## config.mk

```make
export PLATFORM = sky130hd
export DESIGN_NAME = multicycle_controller
export DESIGN_NICKNAME = d
export VERILOG_FILES = /design/src/rtl/multicycle_controller_pkg.sv /design/src/rtl/multicycle_controller_mem_wait_timer.sv /design/src/rtl/multicycle_controller.sv
export SDC_FILE = /design/constraint.sdc
export NUM_CORES = 1
export LEC_CHECK = 0
export CORE_MARGIN = 2
export CORE_UTILIZATION = 40
export DETAILED_ROUTE_END_ITERATION = 7
export DONT_BUFFER_PORTS = 1
export SETUP_SLACK_MARGIN = 0.02
export SLEW_MARGIN = 30
export SYNTH_ARGS = -nofsm -noshare
export SYNTH_HDL_FRONTEND = slang
export SYNTH_SLANG_ARGS = --single-unit
```

## constraint.sdc

```tcl
create_clock -name clk -period 4.08 [get_ports clk]
set_input_delay 1.02 -clock clk [delete_from_list [all_inputs] [get_ports clk]]
set_output_delay 1.02 -clock clk [all_outputs]
set_load 0.05 [all_outputs]
```

## src/rtl/multicycle_controller_pkg.sv

```systemverilog
// Shared types and constants for the multicycle controller: state encoding,
// opcode values, ALU select encodings and the opcode classification helper.
package multicycle_controller_pkg;

    typedef enum logic [2:0] {
        S_IDLE, S_FETCH, S_DECODE, S_EXEC, S_WB, S_HALT
    } state_t;

    localparam logic [3:0] OP_LDA  = 4'd0;
    localparam logic [3:0] OP_SUB  = 4'd1;
    localparam logic [3:0] OP_AND  = 4'd2;
    localparam logic [3:0] OP_OR   = 4'd3;
    localparam logic [3:0] OP_NOT  = 4'd4;
    localparam logic [3:0] OP_XOR  = 4'd5;
    localparam logic [3:0] OP_XNOR = 4'd6;
    localparam logic [3:0] OP_JMP  = 4'd7;
    localparam logic [3:0] OP_ADD  = 4'd8;
    localparam logic [3:0] OP_STA  = 4'd9;
    localparam logic [3:0] OP_JZ   = 4'd10;
    localparam logic [3:0] OP_LDI  = 4'd11;
    localparam logic [3:0] OP_R12  = 4'd12;
    localparam logic [3:0] OP_R13  = 4'd13;
    localparam logic [3:0] OP_R14  = 4'd14;
    localparam logic [3:0] OP_HLT  = 4'd15;

    localparam logic [2:0] ALU_LDA  = 3'b000;
    localparam logic [2:0] ALU_SUB  = 3'b001;
    localparam logic [2:0] ALU_AND  = 3'b010;
    localparam logic [2:0] ALU_OR   = 3'b011;
    localparam logic [2:0] ALU_NOT  = 3'b100;
    localparam logic [2:0] ALU_XOR  = 3'b101;
    localparam logic [2:0] ALU_XNOR = 3'b110;
    localparam logic [2:0] ALU_ADD  = 3'b111;

    typedef enum logic [2:0] {
        K_MEMRD, K_MEMWR, K_LDI, K_JMP, K_JZ, K_ILL, K_HLT
    } kind_t;

    // hi_zero is false when a wider opcode has bits set above [3:0].
    function automatic kind_t op_kind(input logic [3:0] op, input logic hi_zero);
        kind_t k;
        k = K_ILL;
        if (hi_zero) begin
            case (op)
                OP_LDA, OP_SUB, OP_AND, OP_OR, OP_NOT,
                OP_XOR, OP_XNOR, OP_ADD: k = K_MEMRD;
                OP_STA:                  k = K_MEMWR;
                OP_LDI:                  k = K_LDI;
                OP_JMP:                  k = K_JMP;
                OP_JZ:                   k = K_JZ;
                OP_HLT:                  k = K_HLT;
                default:                 k = K_ILL;
            endcase
        end
        return k;
    endfunction

    function automatic logic [2:0] alu_sel(input logic [3:0] op);
        return (op == OP_ADD) ? ALU_ADD : op[2:0];
    endfunction

endpackage

```

## src/rtl/multicycle_controller_mem_wait_timer.sv

```systemverilog
// Memory wait counter: counts stalled cycles of one access and flags the cycle
// in which the count would reach TIMEOUT.
module mem_wait_timer #(
    parameter int TIMEOUT = 15
) (
    input  logic clk,
    input  logic rst_n,
    input  logic clear,
    input  logic en,
    output logic expired
);
    localparam int CW = $clog2(TIMEOUT + 1);

    logic [CW-1:0] cnt_q, cnt_d;

    always_comb begin
        cnt_d = cnt_q;
        if (clear)   cnt_d = '0;
        else if (en) cnt_d = cnt_q + 1'b1;
    end

    always_ff @(posedge clk or negedge rst_n) begin
        if (!rst_n) cnt_q <= '0;
        else        cnt_q <= cnt_d;
    end

    assign expired = en && (cnt_q == CW'(TIMEOUT - 1));

endmodule

```

## src/rtl/multicycle_controller.sv

```systemverilog
// Multicycle CPU control FSM: fetch/decode/execute/writeback sequencing with
// memory handshake, timeout error and halt.
module multicycle_controller
    import multicycle_controller_pkg::*;
#(
    parameter int OPW     = 4,
    parameter int TIMEOUT = 15
) (
    input  logic           clk,
    input  logic           rst_n,
    input  logic           start,
    input  logic [OPW-1:0] opcode,
    input  logic           ac_zero,
    input  logic           mem_ready,
    output logic           rd_mem,
    output logic           wr_mem,
    output logic           ld_ir,
    output logic           ld_ac,
    output logic           ac_src,
    output logic           ld_pc,
    output logic           pc_src,
    output logic           jmp_uncond,
    output logic [2:0]     alu_op,
    output logic           halted,
    output logic           err,
    output logic           illegal
);
    state_t         state_q, state_d;
    logic [OPW-1:0] op_q, op_d;
    logic           z_q, z_d;
    logic           err_q, err_d;
    kind_t          kind;
    logic           wait_st, expired;

    // All execute/writeback decoding uses the latched opcode only.
    assign kind    = op_kind(op_q[3:0], (op_q >> 4) == '0);
    assign wait_st = (state_q == S_FETCH) ||
                     (state_q == S_EXEC && (kind == K_MEMRD || kind == K_MEMWR));

    mem_wait_timer #(.TIMEOUT(TIMEOUT)) u_timer (
        .clk     (clk),
        .rst_n   (rst_n),
        .clear   (!wait_st),
        .en      (wait_st && !mem_ready),
        .expired (expired)
    );

    always_comb begin
        state_d    = state_q;
        op_d       = op_q;
        z_d        = z_q;
        err_d      = err_q;
        rd_mem     = 1'b0;
        wr_mem     = 1'b0;
        ld_ir      = 1'b0;
        ld_ac      = 1'b0;
        ac_src     = 1'b0;
        ld_pc      = 1'b0;
        pc_src     = 1'b0;
        jmp_uncond = 1'b0;
        alu_op     = 3'b000;
        halted     = 1'b0;
        illegal    = 1'b0;
        case (state_q)
            S_IDLE: if (start) state_d = S_FETCH;
            S_FETCH: begin
                rd_mem = 1'b1;
                if (mem_ready) begin
                    ld_ir   = 1'b1;
                    state_d = S_DECODE;
                end else if (expired) begin
                    err_d   = 1'b1;
                    state_d = S_HALT;
                end
            end
            S_DECODE: begin
                op_d    = opcode;
                z_d     = ac_zero;
                state_d = (opcode == OPW'(OP_HLT)) ? S_HALT : S_EXEC;
            end
            S_EXEC: begin
                case (kind)
                    K_MEMRD, K_MEMWR: begin
                        rd_mem = (kind == K_MEMRD);
                        wr_mem = (kind == K_MEMWR);
                        if (kind == K_MEMRD) alu_op = alu_sel(op_q[3:0]);
                        if (mem_ready) state_d = S_WB;
                        else if (expired) begin
                            err_d   = 1'b1;
                            state_d = S_HALT;
                        end
                    end
                    K_LDI: state_d = S_WB;
                    K_JMP, K_JZ: begin
                        ld_pc      = 1'b1;
                        pc_src     = (kind == K_JMP) || z_q;
                        jmp_uncond = (kind == K_JMP);
                        state_d    = S_FETCH;
                    end
                    K_ILL: begin
                        illegal = 1'b1;
                        state_d = S_WB;
                    end
                    default: state_d = S_HALT;
                endcase
            end
            S_WB: begin
                ld_pc   = 1'b1;
                ld_ac   = (kind == K_MEMRD) || (kind == K_LDI);
                ac_src  = (kind == K_LDI);
                if (kind == K_MEMRD) alu_op = alu_sel(op_q[3:0]);
                state_d = S_FETCH;
            end
            S_HALT: halted = 1'b1;
            default: state_d = S_IDLE;
        endcase
    end

    assign err = err_q;

    always_ff @(posedge clk or negedge rst_n) begin
        if (!rst_n) begin
            state_q <= S_IDLE;
            op_q    <= '0;
            z_q     <= 1'b0;
            err_q   <= 1'b0;
        end else begin
            state_q <= state_d;
            op_q    <= op_d;
            z_q     <= z_d;
            err_q   <= err_d;
        end
    end

endmodule

```

* Word-level counts from Yosys, hierarchy flattened
Memories as Yosys holds them, arrays and structs flattened.
Index checks and enable logic that the tools add are counted.
** Cells by class
- Multipliers :: 0
- Bitwise operators :: 1
- Equality and inequality tests :: 16
- Multiplexer cells :: 34
- Magnitude comparators :: 0
- Add/subtract/negate cells :: 1
- Divide/modulo/power cells :: 0
- Shift operators :: 0
- Reductions and logical operators :: 16
** Operators by type and width (count)
- two-way mux 3 bit :: 8
- two-way mux 1 bit :: 18
- case mux 3 bit (6 select lines) :: 1
- equality test 3 x 2 -> 1 bit (second input constant) :: 4
- equality test 3 bit (second input constant) :: 4
- equality test 4 bit (second input constant) :: 3
- case mux 3 bit (3 select lines) :: 1
- two-way mux 4 bit :: 2
- equality test 3 x 1 -> 1 bit (second input constant) :: 2
- zero test 3 bit :: 2
- case mux 1 bit (2 select lines) :: 3
- case mux 3 bit (2 select lines) :: 1
- OR reduction 2 bit :: 3
- adder 4 x 1 -> 4 bit (second input constant) :: 1
- logical OR 1 bit :: 4
- inequality test 2 x 1 -> 1 bit (second input constant) :: 2
- AND reduction 2 bit :: 2
- logical AND 1 bit :: 3
- inequality test 2 bit (second input constant) :: 1
- nonzero test 2 bit :: 1
- zero test 1 bit :: 1
- inverter 1 bit :: 1
** Word-level totals
- Bits in latches :: 0
- Bits in registers :: 13
- Logic and storage cells :: 74
- RAM bits :: 0
- Output and inout port bits :: 14
- Memory bits (read-only) :: 48
- Memories :: 1
- Input port bits :: 9
** Memory list
- (name not given) :: words 16, width 3, rd ports 1, clocked after Yosys merged registers in 0, write ports 0, RTL line multicycle_controller_pkg.sv:44 : case (op)

* Depth between registers and ports, before layout
Gate-level depths: netlist (run 1).
An unclocked memory read counts as a cell.
- Depth in word-level cells :: 11
- Mapped depth :: 6
- Depth with buffers taken out :: 6

* Cells and area by module
Synthesis (run 1) repeated with hierarchy kept, for this count alone.
** Second synthesis, totals
- Cell total of the unflattened synthesis :: 116
- Area, all modules :: 974.7 sq um
** By module, submodules not included
- multicycle_controller :: area an instance 752.0 sq um, instances 1, cells an instance 96, sequential area each 225.2 sq um
- mem_wait_timer :: area an instance 222.7 sq um, instances 1, cells an instance 20, sequential area each 100.1 sq um

* Worst setup path before layout (run 1)
No wires, ideal clock.
- Path type :: in2out
- From :: input port mem_ready
- To :: output port ld_ir
- Cell stages on the path :: 2
- Setup slack :: 0.578 ns
- Required time :: 3.060 ns
- Path buffers :: 1
- Arrival :: 2.482 ns
- Cell sequence :: clkbuf_1 -> nor3b_1
** Between the ends
- Longest elaborated chain between the ends :: 2
** RTL lines
- start, declared :: RTL line multicycle_controller.sv:14 : input logic mem_ready,
- two-way mux 1 bit :: RTL line multicycle_controller.sv:68 : if (mem_ready) begin
- two-way mux 1 bit :: RTL line multicycle_controller.sv:64 : case (state_q)
- end, declared :: RTL line multicycle_controller.sv:17 : output logic ld_ir,
No other way between the ends.

* Final worst setup path (run 1)
- From :: register state_q[2]
- To :: output port alu_op[2]
** Between the ends
- Longest elaborated chain between the ends :: 2
- Elaborated cells on any way between the ends :: 3
- Those cells by class :: 2 x eq/ne; 1 x mux
** RTL lines
- start, declared :: RTL line multicycle_controller.sv:28 : state_t state_q, state_d;
- start signal, assigned :: RTL line multicycle_controller.sv:128 : state_q <= state_d;
- equality test 3 bit or equality test 3 x 2 -> 1 bit (tied branches) :: RTL line multicycle_controller.sv:64
- case mux 3 bit (2 select lines) * :: RTL line multicycle_controller.sv:64
- end, declared :: RTL line multicycle_controller.sv:23 : output logic [2:0] alu_op,
Every way passes the cells marked *; elsewhere a longest branch is shown, timed or not.

==> metrics.md, run 1 <==
| Metric | Value |
|---|---|
| ANT cells | 0 |
| Maxcap violations | 0 |
| Sink Count | 13 |
| Gpl congestion | 0.853 |
| Vias in the first global route | 730 |
| First-pass GRT wire length | about 3300 um |
| Hold Path Class | in -> async |
| Slew Limit Fails | 0 |
| Initial antenna violation count | 0 |
| Hold Vio Cnt, Final | 0 |
| Synth-to-layout area growth | 4.79% |
| Post-synthesis register bit count | 13 |
| TNS Setup | 0 ns |
| Fraction of registers with async set/reset | 1.00 |
| Post-synth EDFFs | 0 |
| CTS buffer count | 3 |
| CTS Hold Bufs | 0 |
| Clock Skew | 0.00576 ns |
| Synth Net Count | 123 |
| Clk buf depth | 2 |
| Leak | around 0.42 nW |
| Top-count cell post-synth | dfrtp_1 |
| Commonest cells post-synth | 13 x dfrtp_1, 9 x nor2_1, 8 x a21oi_1, 7 x nand2_1, 6 x nor2b_1 |
| M2 GR Usage | 0.252 |
| CTS tree | done |
| Die H | 53.8 um |
| IO buf count | 0 |
| Vias/cell | 5.78 |
| Final Setup Violations | 0 |
| Critical setup path kind | reg -> out |
| Global route hottest layer | met2 |
| FF-to-FF End | state_q[0] |
| Maximum vdd drop | about 360 uV |
| Internal power | between 300 and 400 uW |
| Synthesized instance count | 112 |
| Synth unique cells | 42 |
| H-tree depth | 1 |
| Clk root buf | clkbuf_4 |
| Post CTS Setup Buffer Count | 0 |
| Total grt overflow | 0 |
| Core Area | 2410 um^2 |
| Final setup margin | a little under 0.9 ns |
| Synth Flop Type | dfrtp_1 |
| Met3 Track Usage GR | 0.0389 |
| Starting DRT DRC Count | 23 |
| Largest net degree at the start of global routing | 18 |
| WP data required | 3.06 ns |
| Routed Antenna Nets | 0 |
| Die ar. | 2900 um^2 |
| Placement Rows | 18 |
| Comb power frac | 0.539 |
| Multi-input logic area | a little over 600 um^2 |
| CP endpoint kind | output pin |
| R2R setup slack | 2.52 ns |
| Pre-antenna DRT Iters | 4 |
| Post_cts resized | 0 |
| Sequential share of power | 0.366 |
| Tcrit/Tclk final | 0.784 |
| Yosys top cell area share | 0.327 |
| Total Power | 817 uW |
| Fmax | 313 MHz |
| RSZ-0062 raised after global routing | false |
| CP endpoint | alu_op[2] |
| Seq/Total Area, Yosys | 0.327 |
| CP arrival | 2.18 ns |
| Die X | roughly 54 um |
| IO Count | 23 |
| DP Worst Slack | 1.19 ns |
| Startpoint types | flip-flop |
| Net Switching | 435 uW |
| Avg Inst Size Synth | 8.87 um^2 |
| Latest clock arrival within the worst-skew pair | 0.27 ns |
| DR vias | 815 |
| DRC | 0 |
| R2R depth | 4 |
| All-Layer GR Usage | 0.159 |
| R2R Path Start | op_q[3] |
| Routed len/inst | 14.2 um |
| Status | finished, final reports clean |
| Yosys top cell by area | dfrtp_1 |
| Worst-path clk slew | about 0.080 ns |
| Fin nets | 123 |
| Met1 Use GR | 0.200 |
| Netlist Area Pre-Place | 993 um^2 |
| Register area | 325 um^2 |
| Detailed Route WL | around 2000 um |
| Worst-Margin Slew | between 0.9 and 1 ns |
| Slew Limit Headroom | 0.376 |
| Pwr/cell area | 785 nW/um^2 |
| Synth area leaders | dfrtp_1 33%, mux2_1 4.5%, a21oi_1 4.0% |
| Clock power share | 0.095 |
| Switching share of power | 0.532 |
| Initial core utilization | 0.412 |
| Min Tclk post-route | 3.20 ns |
| Fillers | 250 |
| CP max FO | 10 |
| CP startpoint | state_q[2] |
| Layout cell share with drive strength beyond 1 | 0.162 |
| DP Wirelength | 1520 um |
| Synth warnings | 0 |
## cell type report
type	instances	area share
clock buffer	4	0.0252
inverter	4	0.0144
multi-input combinational	86	0.583
sequential	13	0.312
tap	30	0.0361
timing repair buffer	4	0.0288
## power by group through the flow
stage / clock (mW) / combinational (mW) / sequential (mW)
floorplan: 0 / 0.478 / 0.201
global route: 0.0905 / 0.489 / 0.314
finish: 0.0777 / 0.441 / 0.299
global placement: 0 / 0.440 / 0.294
detailed placement: 0 / 0.443 / 0.298
CTS: 0.0826 / 0.445 / 0.296
## through the flow
stage | hold slack, ns | std cells | utilization | cell area (um^2)
after global routing | 0.404 | 141 | 0.432 | 1040
after global placement | 0.489 | 137 | 0.421 | 1010
after CTS | 0.419 | 141 | 0.432 | 1040
after detailed placement | 0.492 | 137 | 0.421 | 1010
final | 0.431 | 141 | 0.432 | 1040
after floorplan | 0.458 | 112 | - | 993
## critical path: stages, from the launching register on
cell and delay [ns]:
dfrtp_1 0.59, nor3b_1 0.47, nor2_1 0.14, nor2_1 0.71
## worst min-delay path by stage
stage / to / slack (ns) / depth (start not counted)
CTS: state_q[0] / 0.42 / 0
floorplan: z_q / 0.46 / 1
global placement: z_q / 0.49 / 1
finish: state_q[0] / 0.43 / 0
detailed placement: z_q / 0.49 / 1
global route: op_q[2] / 0.40 / 0
## sequential cells by signal (all words and copies together), names as in the netlist
signal,flops
z_q,1
op_q,4
err,1
u_timer.cnt_q,4
state_q,3
## cell usage in the layout (no fill, tap or decap), drive strengths merged, types with 2 or more instances in the layout
master	n
nand3	2
o21ai	7
nand4	2
ha	2
and4	4
xnor2	2
nor3	3
a22oi	2
inv	4
and2	2
xor2	2
nor2b	6
buf	4
nand2b	3
mux2	4
nand2	7
nor3b	5
nor2	10
a21o	2
clkbuf	4
dfrtp	13
a21oi	9
## per-layer routing
| layer | vias up | share of wire |
|---|---|---|
| met5 | - | 0 |
| met4 | 0 | 0.014 |
| met3 | 4 | 0.060 |
| met2 | 21 | 0.48 |
| met1 | 390 | 0.44 |
| li1 | 400 | - |
## cell families (layout without fill, tap and decap cells)
family,after synthesis,in the layout,share of synthesized area
and+or+nand+nor,48,48,0.314
AOI/OAI and AO/OA,28,28,0.186
DFF,13,13,0.327
buffers and inverters,13,12,0.0667
xor gates and xnor gates,4,4,0.0353
muxes,4,4,0.0453
adders and majority gates,2,2,0.0252
Power figures use the tool's default switching activity.
==> inputs of run 2 (changes only) <==
==> constraint.sdc (replaced) <==
create_clock -name clk -period 2.6 [get_ports clk]
set_input_delay 0.65 -clock clk [delete_from_list [all_inputs] [get_ports clk]]
set_output_delay 0.65 -clock clk [all_outputs]
set_load 0.05 [all_outputs]
==> run 2 against run 1 <==
  * Count of clock-buffer cells in the layout did not move
  * Non-clock buffer count increased by 3
  * Clock skew decreased by 0.0020 ns
  * Final cell count grew 2.1%
  * Combinational power increased by 61%
  * Utilization up 0.99 points
  * Critical endpoint is now alu_op[1]
  * Largest cell class unchanged
==> metrics.md, run 2 (same netlist as run 1, synthesis figures left out) <==
| Metric | Value |
|---|---|
| Slew Limit Fails | 0 (unchanged) |
| Total grt overflow | 0 (unchanged) |
| Critical setup path kind | reg -> out (unchanged) |
| Post_cts resized | 0 (unchanged) |
| Starting DRT DRC Count | 8 (was 23) |
| Final Setup Violations | 0 (unchanged) |
| Worst-path clk slew | 0.08 ns (about the same) |
| Worst-path cell chain | nor3b_1 -> nor2_1 -> a21oi_1 -> buf_4 (was nor3b_1 -> nor2_1 -> nor2_1) |
| First-pass GRT wire length | 3300 um (was 3310 um) |
| Pwr/cell area | 1220 nW/um^2 (was 785 nW/um^2) |
| Detailed Route WL | 1970 um (was 2010 um) |
| Vias/cell | 5.70 (was 5.78) |
| TNS Setup | 0 ns (unchanged) |
| Maximum vdd drop | 490 uV (was 360 uV) |
| Initial antenna violation count | 0 (unchanged) |
| Slowest stage delay, CP | 0.57 ns (was 0.71 ns) |
| Latest clock arrival within the worst-skew pair | 0.28 ns (was 0.27 ns) |
| Die X | 53.8 um (unchanged) |
| Startpoint types | flip-flop (unchanged) |
| CTS buffer count | 3 (unchanged) |
| Hold Slack | 0.0569 ns (was 0.431 ns) |
| CP max FO | 10 (unchanged) |
| WP data required | 1.95 ns (was 3.06 ns) |
| Hold Vio Cnt, Final | 0 (unchanged) |
| Initial core utilization | 0.412 (unchanged) |
| Synth-to-layout area growth | 7.18% (was 4.79%) |
| CTS Hold Bufs | 0 (unchanged) |
| Routed len/inst | 13.7 um (was 14.2 um) |
| Crit-path slowest cell | dfrtp_1 (was nor2_1) |
| Fmax | 410 MHz |
| Die ar. | 2900 um^2 (unchanged) |
| Min Tclk post-route | 2.44 ns |
| Hold Path Class | in -> async (unchanged) |
| Leak | 0.437 nW (was 0.421 nW) |
| Maxcap violations | 0 (unchanged) |
| Status | finished, final reports clean (unchanged) |
| Die H | 53.8 um (unchanged) |
| Worst-Margin Slew | 0.502 ns (was 0.935 ns) |
| Most frequent cells in the layout | 13 x dfrtp_1, 9 x nor2_1, 8 x a21oi_1, 7 x nand2_1, 7 x buf_4 (was 13 x dfrtp_1, 9 x nor2_1, 8 x a21oi_1, 7 x nand2_1, 6 x nor2b_1) |
| CP endpoint kind | output pin (unchanged) |
| ANT cells | 0 (unchanged) |
| Slew Limit Headroom | 0.665 (was 0.376) |
| Layout cell share with drive strength beyond 1 | 0.193 (was 0.162) |
| H-tree depth | 1 (unchanged) |
| Fin area | 1060 um^2 (was 1040 um^2) |
| RSZ-0062 raised after global routing | false (unchanged) |
| Total placed cells including tap cells | 140 (was 137) |
| DR vias | 821 (was 815) |
| CP arrival | 1.79 ns (was 2.18 ns) |
| DP Wirelength | 1490 um (was 1520 um) |
| Clk buf depth | 2 (unchanged) |
| Layout Cells excl Fill | 144 (was 141) |
| Post-DP Area | 1040 um^2 (was 1010 um^2) |
| DP Worst Slack | 0.406 ns (was 1.19 ns) |
| Top Registers | op_q x4, u_timer.cnt_q x4, state_q x3 (unchanged) |
| Largest net degree at the start of global routing | 18 (unchanged) |
| Final setup margin | 0.162 ns (was 0.880 ns) |
| All-Layer GR Usage | 0.159 (about the same) |
| IO buf count | 0 (unchanged) |
| Post CTS Setup Buffer Count | 0 (unchanged) |
| DRC | 0 (unchanged) |
| Gpl congestion | 0.781 (was 0.853) |
| Pre-antenna DRT Iters | 4 (unchanged) |
| IO Count | 23 (unchanged) |
| Total Power | 1.30 mW (was 817 uW) |
| Most common cell after layout, fill and taps aside | dfrtp_1 (unchanged) |
| Routed Antenna Nets | 0 (unchanged) |
| Finished Core Util | 0.442 (was 0.432) |
| Sink Count | 13 (unchanged) |
| CTS tree | done (unchanged) |
| Placement Rows | 18 (unchanged) |
| Vias in the first global route | 747 (was 730) |
| Tcrit/Tclk final | 0.938 |
| Clock Skew | 0.00372 ns (was 0.00576 ns) |
| Core Area | 2410 um^2 (unchanged) |
| Fin nets | 126 (was 123) |
| Clk root buf | clkbuf_4 (unchanged) |
-- run 2: worst max-delay path, delay by kind of cell (launching register included) --
family                 cells  cell delay (ns)
buffers and inverters      1             0.21
AOI/OAI and AO/OA          1             0.15
and+or+nand+nor            2             0.58
DFF                        1             0.57
-- run 2: path summary, 6_finish.rpt --
| path | startpoint | endpoint | slack, ns | depth (start not counted) |
|---|---|---|---|---|
| max | state_q[2] | alu_op[1] | 0.16 | 4 |
| min | rst_n | u_timer.cnt_q[0] | 0.06 | 0 |
| max reg2reg | op_q[3] | state_q[0] | 1.07 | 4 |
| min reg2reg | z_q | z_q | 0.51 | 1 |
| max in group asynchronous | rst_n | op_q[2] | 2.47 | 0 |
| min in group clk | mem_ready | state_q[1] | 0.48 | 1 |
-- run 2: layout make-up --
class,count,area [um^2]
Clock buffer,4,26.3
Fill cell,256,1350
Inverter,4,15.0
Multi-Input combinational cell,86,608
Sequential cell,13,325
Tap cell,30,37.5
Timing Repair Buffer,7,52.6
-- run 2: power by group --
group	internal [mW]	total [mW]	switching, mW
clock network	0.0595	0.125	0.0650
logic	0.282	0.708	0.426
registers	0.273	0.463	0.191
-- run 2: layer usage --
layer / track usage / share of wire / vias up
li1: - / - / 408
met1: 0.202 / 0.45 / 392
met2: 0.256 / 0.48 / 16
met3: 0.0222 / 0.045 / 5
met4: 0.0897 / 0.023 / 0
met5: 0 / 0 / -
==> inputs of run 3 (changes only) <==
--- a/config.mk
+++ b/config.mk
@@ -5,7 +5,6 @@
 export SDC_FILE = /design/constraint.sdc
 export NUM_CORES = 1
 export LEC_CHECK = 0
-export CORE_MARGIN = 2
 export CORE_UTILIZATION = 40
 export DETAILED_ROUTE_END_ITERATION = 7
 export DONT_BUFFER_PORTS = 1
==> run 3 against run 2 <==
  * Sequential share of layout area shrank 0.072 points
  * Worst hold slack improved by 0.0020 ns
  * Utilization increased by 2.7 points
  * Combinational power up 2%
  * Clock power hardly changed
  * Largest cell class unchanged
  * Critical path depth fell by 1
  * Register-to-register slack got worse by 0.05 ns
  * Highest routed layer unchanged
==> metrics.md, run 3 (same netlist as run 1, synthesis figures left out) <==
| Metric | Value |
|---|---|
| H-tree depth | 1 (unchanged) |
| DP Worst Slack | 0.398 ns (was 0.406 ns) |
| Vias/cell | 5.85 (was 5.70) |
| Hold Path Class | in -> async (unchanged) |
| Routed Antenna Nets | 0 (unchanged) |
| Worst-path clk slew | 0.08 ns (about the same) |
| Startpoint types | flip-flop (unchanged) |
| Clock Skew | 0.00114 ns (was 0.00372 ns) |
| Maxcap violations | 0 (unchanged) |
| Detailed Route WL | 2100 um (was 1970 um) |
| Synth-to-layout area growth | 7.43% (was 7.18%) |
| Routed len/inst | 14.8 um (was 13.7 um) |
| DR vias | 831 (was 821) |
| Sequential share of power | 0.356 (was 0.358) |
| Placement Rows | 17 (was 18) |
| Status | finished, final reports clean (unchanged) |
| Slew Limit Headroom | 0.671 (was 0.665) |
| WP data required | 1.95 ns (about the same) |
| All-Layer GR Usage | 0.181 (was 0.159) |
| Fin area | 1070 um^2 (was 1060 um^2) |
| Most common cell after layout, fill and taps aside | dfrtp_1 (unchanged) |
| Total grt overflow | 0 (unchanged) |
| Starting DRT DRC Count | 4 (was 8) |
| Fin nets | 126 (unchanged) |
| Leak | 0.439 nW (was 0.437 nW) |
| Switching share of power | 0.533 (was 0.526) |
| Net Switching | 701 uW (was 682 uW) |
| Initial antenna violation count | 0 (unchanged) |
| Min Tclk post-route | 2.39 ns (was 2.44 ns) |
| Post-DP Area | 1030 um^2 (was 1040 um^2) |
| Vias in the first global route | 796 (was 747) |
| CP max FO | 10 (unchanged) |
| Clk root buf | clkbuf_4 (unchanged) |
| Hold Vio Cnt, Final | 0 (unchanged) |
| Die H | 51.8 um (was 53.8 um) |
| IO Count | 23 (unchanged) |
| Maximum vdd drop | 547 uV (was 490 uV) |
| Total Power | 1.32 mW (was 1.30 mW) |
| Slew Limit Fails | 0 (unchanged) |
| DP Wirelength | 1580 um (was 1490 um) |
| Initial core utilization | 0.437 (was 0.412) |
| Latest clock arrival within the worst-skew pair | 0.28 ns (about the same) |
| Sink Count | 13 (unchanged) |
| ANT cells | 0 (unchanged) |
| Largest net degree at the start of global routing | 18 (unchanged) |
| Critical setup path kind | reg -> out (unchanged) |
| Most frequent cells in the layout | 13 x dfrtp_1, 9 x nor2_1, 8 x a21oi_1, 7 x nand2_1, 7 x buf_4 (unchanged) |
| Clk buf depth | 2 (unchanged) |
| Layout Cells excl Fill | 142 (was 144) |
| Final setup margin | 0.208 ns (was 0.162 ns) |
| Die X | 51.8 um (was 53.8 um) |
| Die ar. | 2690 um^2 (was 2900 um^2) |
| CP endpoint kind | output pin (unchanged) |
| Core Area | 2280 um^2 (was 2410 um^2) |
| First-pass GRT wire length | 3550 um (was 3300 um) |
| DRC | 0 (unchanged) |
| Layout cell share with drive strength beyond 1 | 0.202 (was 0.193) |
| IO buf count | 0 (unchanged) |
| Worst-Margin Slew | 0.494 ns (was 0.502 ns) |
| Tcrit/Tclk final | 0.920 (was 0.938) |
| Pwr/cell area | 1230 nW/um^2 (was 1220 nW/um^2) |
| Internal power | 615 uW (was 614 uW) |
| Fillers | 234 (was 256) |
| CP arrival | 1.74 ns (was 1.79 ns) |
| CTS tree | done (unchanged) |
| Top Registers | op_q x4, u_timer.cnt_q x4, state_q x3 (unchanged) |
| Pre-antenna DRT Iters | 4 (unchanged) |
| Comb power frac | 0.549 (was 0.546) |
| Total placed cells including tap cells | 138 (was 140) |
| Clock power share | 0.095 (was 0.096) |
| CTS Hold Bufs | 0 (unchanged) |
| RSZ-0062 raised after global routing | false (unchanged) |
| Fmax | 418 MHz (was 410 MHz) |
| Final Setup Violations | 0 (unchanged) |
| CTS buffer count | 3 (unchanged) |
| Gpl congestion | 0.832 (was 0.781) |
| TNS Setup | 0 ns (unchanged) |
[run 3: power groups by stage]
stage	logic [mW]	clock network, mW	registers [mW]
5_1_grt	0.793	0.141	0.495
2_1_floorplan	0.755	0	0.316
4_1_cts	0.727	0.128	0.462
6_report	0.723	0.124	0.469
3_5_place_dp	0.724	0	0.469
3_3_place_gp	0.707	0	0.462
[run 3: path summary, 6_finish.rpt]
kind | from | endpoint | slack [ns] | cells past startpoint
worst max-delay path | state_q[2] | wr_mem | 0.21 | 3
worst min-delay path | rst_n | u_timer.cnt_q[2] | 0.06 | 0
worst max register to register | op_q[3] | state_q[0] | 1.02 | 4
worst min register to register | z_q | z_q | 0.52 | 1
max in group asynchronous | rst_n | op_q[3] | 2.47 | 0
min in group clk | opcode[2] | op_q[2] | 0.49 | 2
[run 3: stage by stage]
| stage | util | hold WS (ns) |
|---|---|---|
| floorplan | - | 0.354 |
| global placement | 0.455 | 0.355 |
| detailed placement | 0.455 | 0.355 |
| CTS | 0.466 | 0.0509 |
| global route | 0.469 | 0.0345 |
| finish | 0.469 | 0.0589 |
[run 3: layout make-up]
type,instances,area (um^2),area share
clock buffer,4,26.3,0.0246
inverter,4,15.0,0.0141
multi-input combinational,86,613,0.574
sequential,13,325,0.305
tap,28,35.0,0.0328
timing repair buffer,7,52.6,0.0492
[run 3: critical path, cell delays in order, from the launching register on]
cell and delay [ns]:
dfrtp_1 0.51, nand2b_4 0.23, nor2_4 0.18, and4b_1 0.54
[run 3: repair_timing]
action                                  CTS  global route
buffers inserted                          0             0
resized for setup                         0             2
endpoints found under the setup margin    0             2
[run 3: metal layers]
| metal | vias up | global-route usage | wire length (um) |
|---|---|---|---|
| li1 | 405 | - | - |
| met1 | 400 | 0.212 | 889 |
| met2 | 19 | 0.308 | 1060 |
| met3 | 7 | 0.0322 | 98 |
| met4 | 0 | 0.104 | 55 |
| met5 | - | 0 | 0 |
==> edit 1: new RTL, config.mk and constraints of run 2 <==
Take the reset off `op_q` and load it in a clocked block of its own.
--- a/src/rtl/multicycle_controller.sv
+++ b/src/rtl/multicycle_controller.sv
@@ -123,3 +123,2 @@
             state_q <= S_IDLE;
-            op_q    <= '0;
             z_q     <= 1'b0;
@@ -128,3 +127,2 @@
             state_q <= state_d;
-            op_q    <= op_d;
             z_q     <= z_d;
@@ -134,2 +132,6 @@
 
+    always_ff @(posedge clk) begin
+        op_q <= op_d;
+    end
+
 endmodule
Function: same outputs for any inputs over 10 cycles, from zero or initial values and one cycle with rst_n low; that may be too few to reach the edited logic, so the function may still have changed.
==> edit 1 against run 2 <==
  * Count of clock-buffer cells in the layout unchanged
  * Area after synthesis up 2.0%
  * Highest routed layer unchanged
  * Critical path type unchanged
  * Wire length up 3.7%
  * Cell count up 6.9%
  * Sequential cell count up 3
  * Non-clock buffer count up 5
  * Setup slack better by 31 ps
  * Die area up 1.9%
  * Largest power group unchanged
  * Power down 9.9%
  * Design area up 9.5%
  * Largest cell class unchanged
==> edit 1: results <==
[run_status]
status = "finished clean"

[setup_path]
worstSetupPathType = "reg -> out"
r2r_cells = 6
arrival_ps = 1760
reg2reg_from = "state_q[2]"
reg2reg_slack_ps = 1100
max_stage_delay_ps = 480
reg2reg_to = "kind[0]"

[placed_design]
place_congestion = 0.810
dp_hpwl_um = 1540
place_ws_ps = 450
dpl.cell_count = 150

[clocking]
cts-root-buf = "clkbuf_4"
clk_path_buf_depth = 2

[final_layout]
top_regs = "op_q x4, u_timer.cnt_q x4"
drive_gt1_share_pct = 21.8
fillers = 236
final_nets = 136

[yosys]
async_flop_share_pct = 56.3
synthCells = 114
synth_edf_count = 4
ys_seq_area_share_pct = 40.0
synth_common_cells = "17 x nor2_1, 12 x nand2_1, 9 x dfrtp_1"
syn-num-nets = 125
synth_cell_types = 48
synth_area_leaders = "dfrtp_1 22%, edfxtp_1 12%, nor2_1 6.3%"

[detailed_routing]
highest_layer = "met4"
met3_length_um = 117
dr.first_iter.drc_count = 16
vias_per_cell = 5.45
vias = 839
wl_met1_um = 911
wl_per_cell_um = 13.2
wl_met2_um = 983

[pwr]
p_leak_nw = 0.491
irDropWorstVdd_uv = 524

[global_route]
grt_usage_pct = 16.2
grt_max_degree = 17
grt_pass1_vias = 766
grt_pass1_wl_um = 3380

[sta]
max_slew_margin_pct = 67.2
finClkSkew_ps = 2.52
## edit 1: repair_timing
action                     in CTS  in global routing
setup endpoints to repair       0                  3
resized for setup               0                  1
setup buffers                   0                  0
hold endpoints to repair        0                  0
## edit 1: cell type report
type                       count  area [µm²]  area share, %
timing repair buffer          12         103           8.80
sequential                    16         405           34.8
tap                           30        37.5           3.22
inverter                       5        26.3           2.25
clock buffer                   4        26.3           2.25
multi-input combinational     87         568           48.7
## edit 1: worst max path at each step
stage	to	slack, ps	depth (start not counted)
2_1_floorplan	wr_mem	20	4
3_3_place_gp	alu_op[1]	480	5
3_5_place_dp	alu_op[0]	450	5
4_1_cts	alu_op[0]	130	5
5_1_grt	alu_op[1]	80	5
6_report	alu_op[1]	190	5
## edit 1: where the power goes
part	switching [W]	internal (W)
combinational	0.000379	0.000216
clock	0.0000775	0.0000595
sequential	0.000107	0.000329
## edit 1: worst max-delay path, delay by kind of cell, from the launching register on
family                 cells  cell delay, ps
AND/OR/NAND/NOR            3             710
flip-flops                 1             480
buffers and inverters      1             200
AO/OA/AOI/OAI              1              80
## edit 1: metal layers
layer | vias up | GRT usage (%)
met5 | - | 0
met1 | 397 | 20.0
met2 | 22 | 25.9
met4 | 0 | 4.58
li1 | 416 | -
met3 | 4 | 6.56
## edit 1: stage by stage
stage | area [µm²] | hold slack, ps
floorplan | 1030 | 354
global placement | 1130 | 355
detailed placement | 1130 | 355
CTS | 1160 | 38.0
global route | 1170 | 20.4
finish | 1170 | 48.6
## edit 1: cell families after synthesis
logic type | count (synthesis) | synth area share (%)
AO/OA/AOI/OAI | 22 | 15.2
flip-flops | 16 | 40.0
multiplexers | 4 | 3.95
adder cells (fa/ha/maj) | 2 | 2.47
buffers and inverters | 11 | 6.05
XOR/XNOR | 3 | 2.59
AND/OR/NAND/NOR | 56 | 29.8
==> edit 2: new RTL, flow settings as in run 2 <==
Without the edit above. `OPW`: 4 -> 8.
--- a/src/rtl/multicycle_controller.sv
+++ b/src/rtl/multicycle_controller.sv
@@ -5,3 +5,3 @@
 #(
-    parameter int OPW     = 4,
+    parameter int OPW     = 8,
     parameter int TIMEOUT = 15
Interface: changed (resized opcode); port bits go from 23 to 27. No check against the original RTL was run, so the function may have changed too.
==> edit 2 against run 2 <==
  * Design area rose by 22%
  * First-iteration DRC count grew to 2.5 times the old value
  * Setup slack got worse by 47 ps
  * Maximum frequency decreased by 1.9%
  * Utilization rose by 4.3 points
  * Power increased by 9.0%
  * Critical path depth grew 1
  * Wire length increased by 17%
  * Sequential cell count is 4 higher
  * Area after synthesis increased by 12%
  * Critical path type unchanged
  * Largest cell class unchanged
  * Largest power group unchanged
==> edit 2: results <==
[final_layout]
nMultiInputCombCells = 95
nonClockInverterCount = 3
top_regs = "op_q x8, u_timer.cnt_q x4, state_q x3"
clock_area_share_pct = 2.11
buffers_excl_clock = 17

[run_status]
status = "finished clean"

[yosys]
synth_area_leaders = "dfrtp_1 38%, mux2_2 9.1%, nor2_1 5.7%"
synth_common_cells = "17 x dfrtp_1, 17 x nor2_1, 10 x a21oi_1"
synthCells = 123
synthMuxAreaShare_pct = 9.13

[detailed_routing]
wl_per_cell_um = 13.8
wl_um = 2300
wl_met2_um = 1100
dr.first_iter.drc_count = 20
met3_length_um = 127

[setup_path]
critPathLaunch = "op_q[4]"
r2r_cells = 5
reg2reg_slack_ps = 1000
crit_path_max_fanout = 6

[pwr]
swShare_pct = 47.6
p_leak_nw = 0.576
comb_power_share_pct = 51.2

[sta]
worst_slew_pin_slew_ps = 492
finClkSkew_ps = 3.42
whs_ps = 36.9

[placed_design]
dpl.cell_count = 161
dp_hpwl_um = 1770

[global_route]
use_met1_pct = 20.8
grt_usage_pct = 14.8
met3_usage_pct = 3.92
grt_pass1_vias = 854

[clocking]
path_clk_slew_ps = 100
-- edit 2: cell types whose count changed in the layout (fill, tap and decap cells not counted), moves of 3 or more --
cell     change
buf_6        +5
mux2_2       +9
nor2_1       +8
o21ai_0      -3
buf_4        +5
mux2_1       -4
nand3_1      +3
dfrtp_1      +4
-- edit 2: repair_timing --
item	CTS	global route
resized for setup	0	7
hold endpoints to repair	0	0
endpoints found under the setup margin	0	8
buffers inserted	0	2
-- edit 2: per-stage QoR --
| stage | worst slack (ps) | util [%] | area, µm² | setup TNS (ps) |
|---|---|---|---|---|
| CTS | 51.7 | 47.1 | 1260 | 0 |
| global placement | 420 | 46.1 | 1240 | 0 |
| floorplan | -148 | - | 1120 | -148 |
| global route | -50.7 | 48.5 | 1300 | -96.1 |
| detailed placement | 397 | 46.1 | 1240 | 0 |
| finish | 115 | 48.5 | 1300 | 0 |
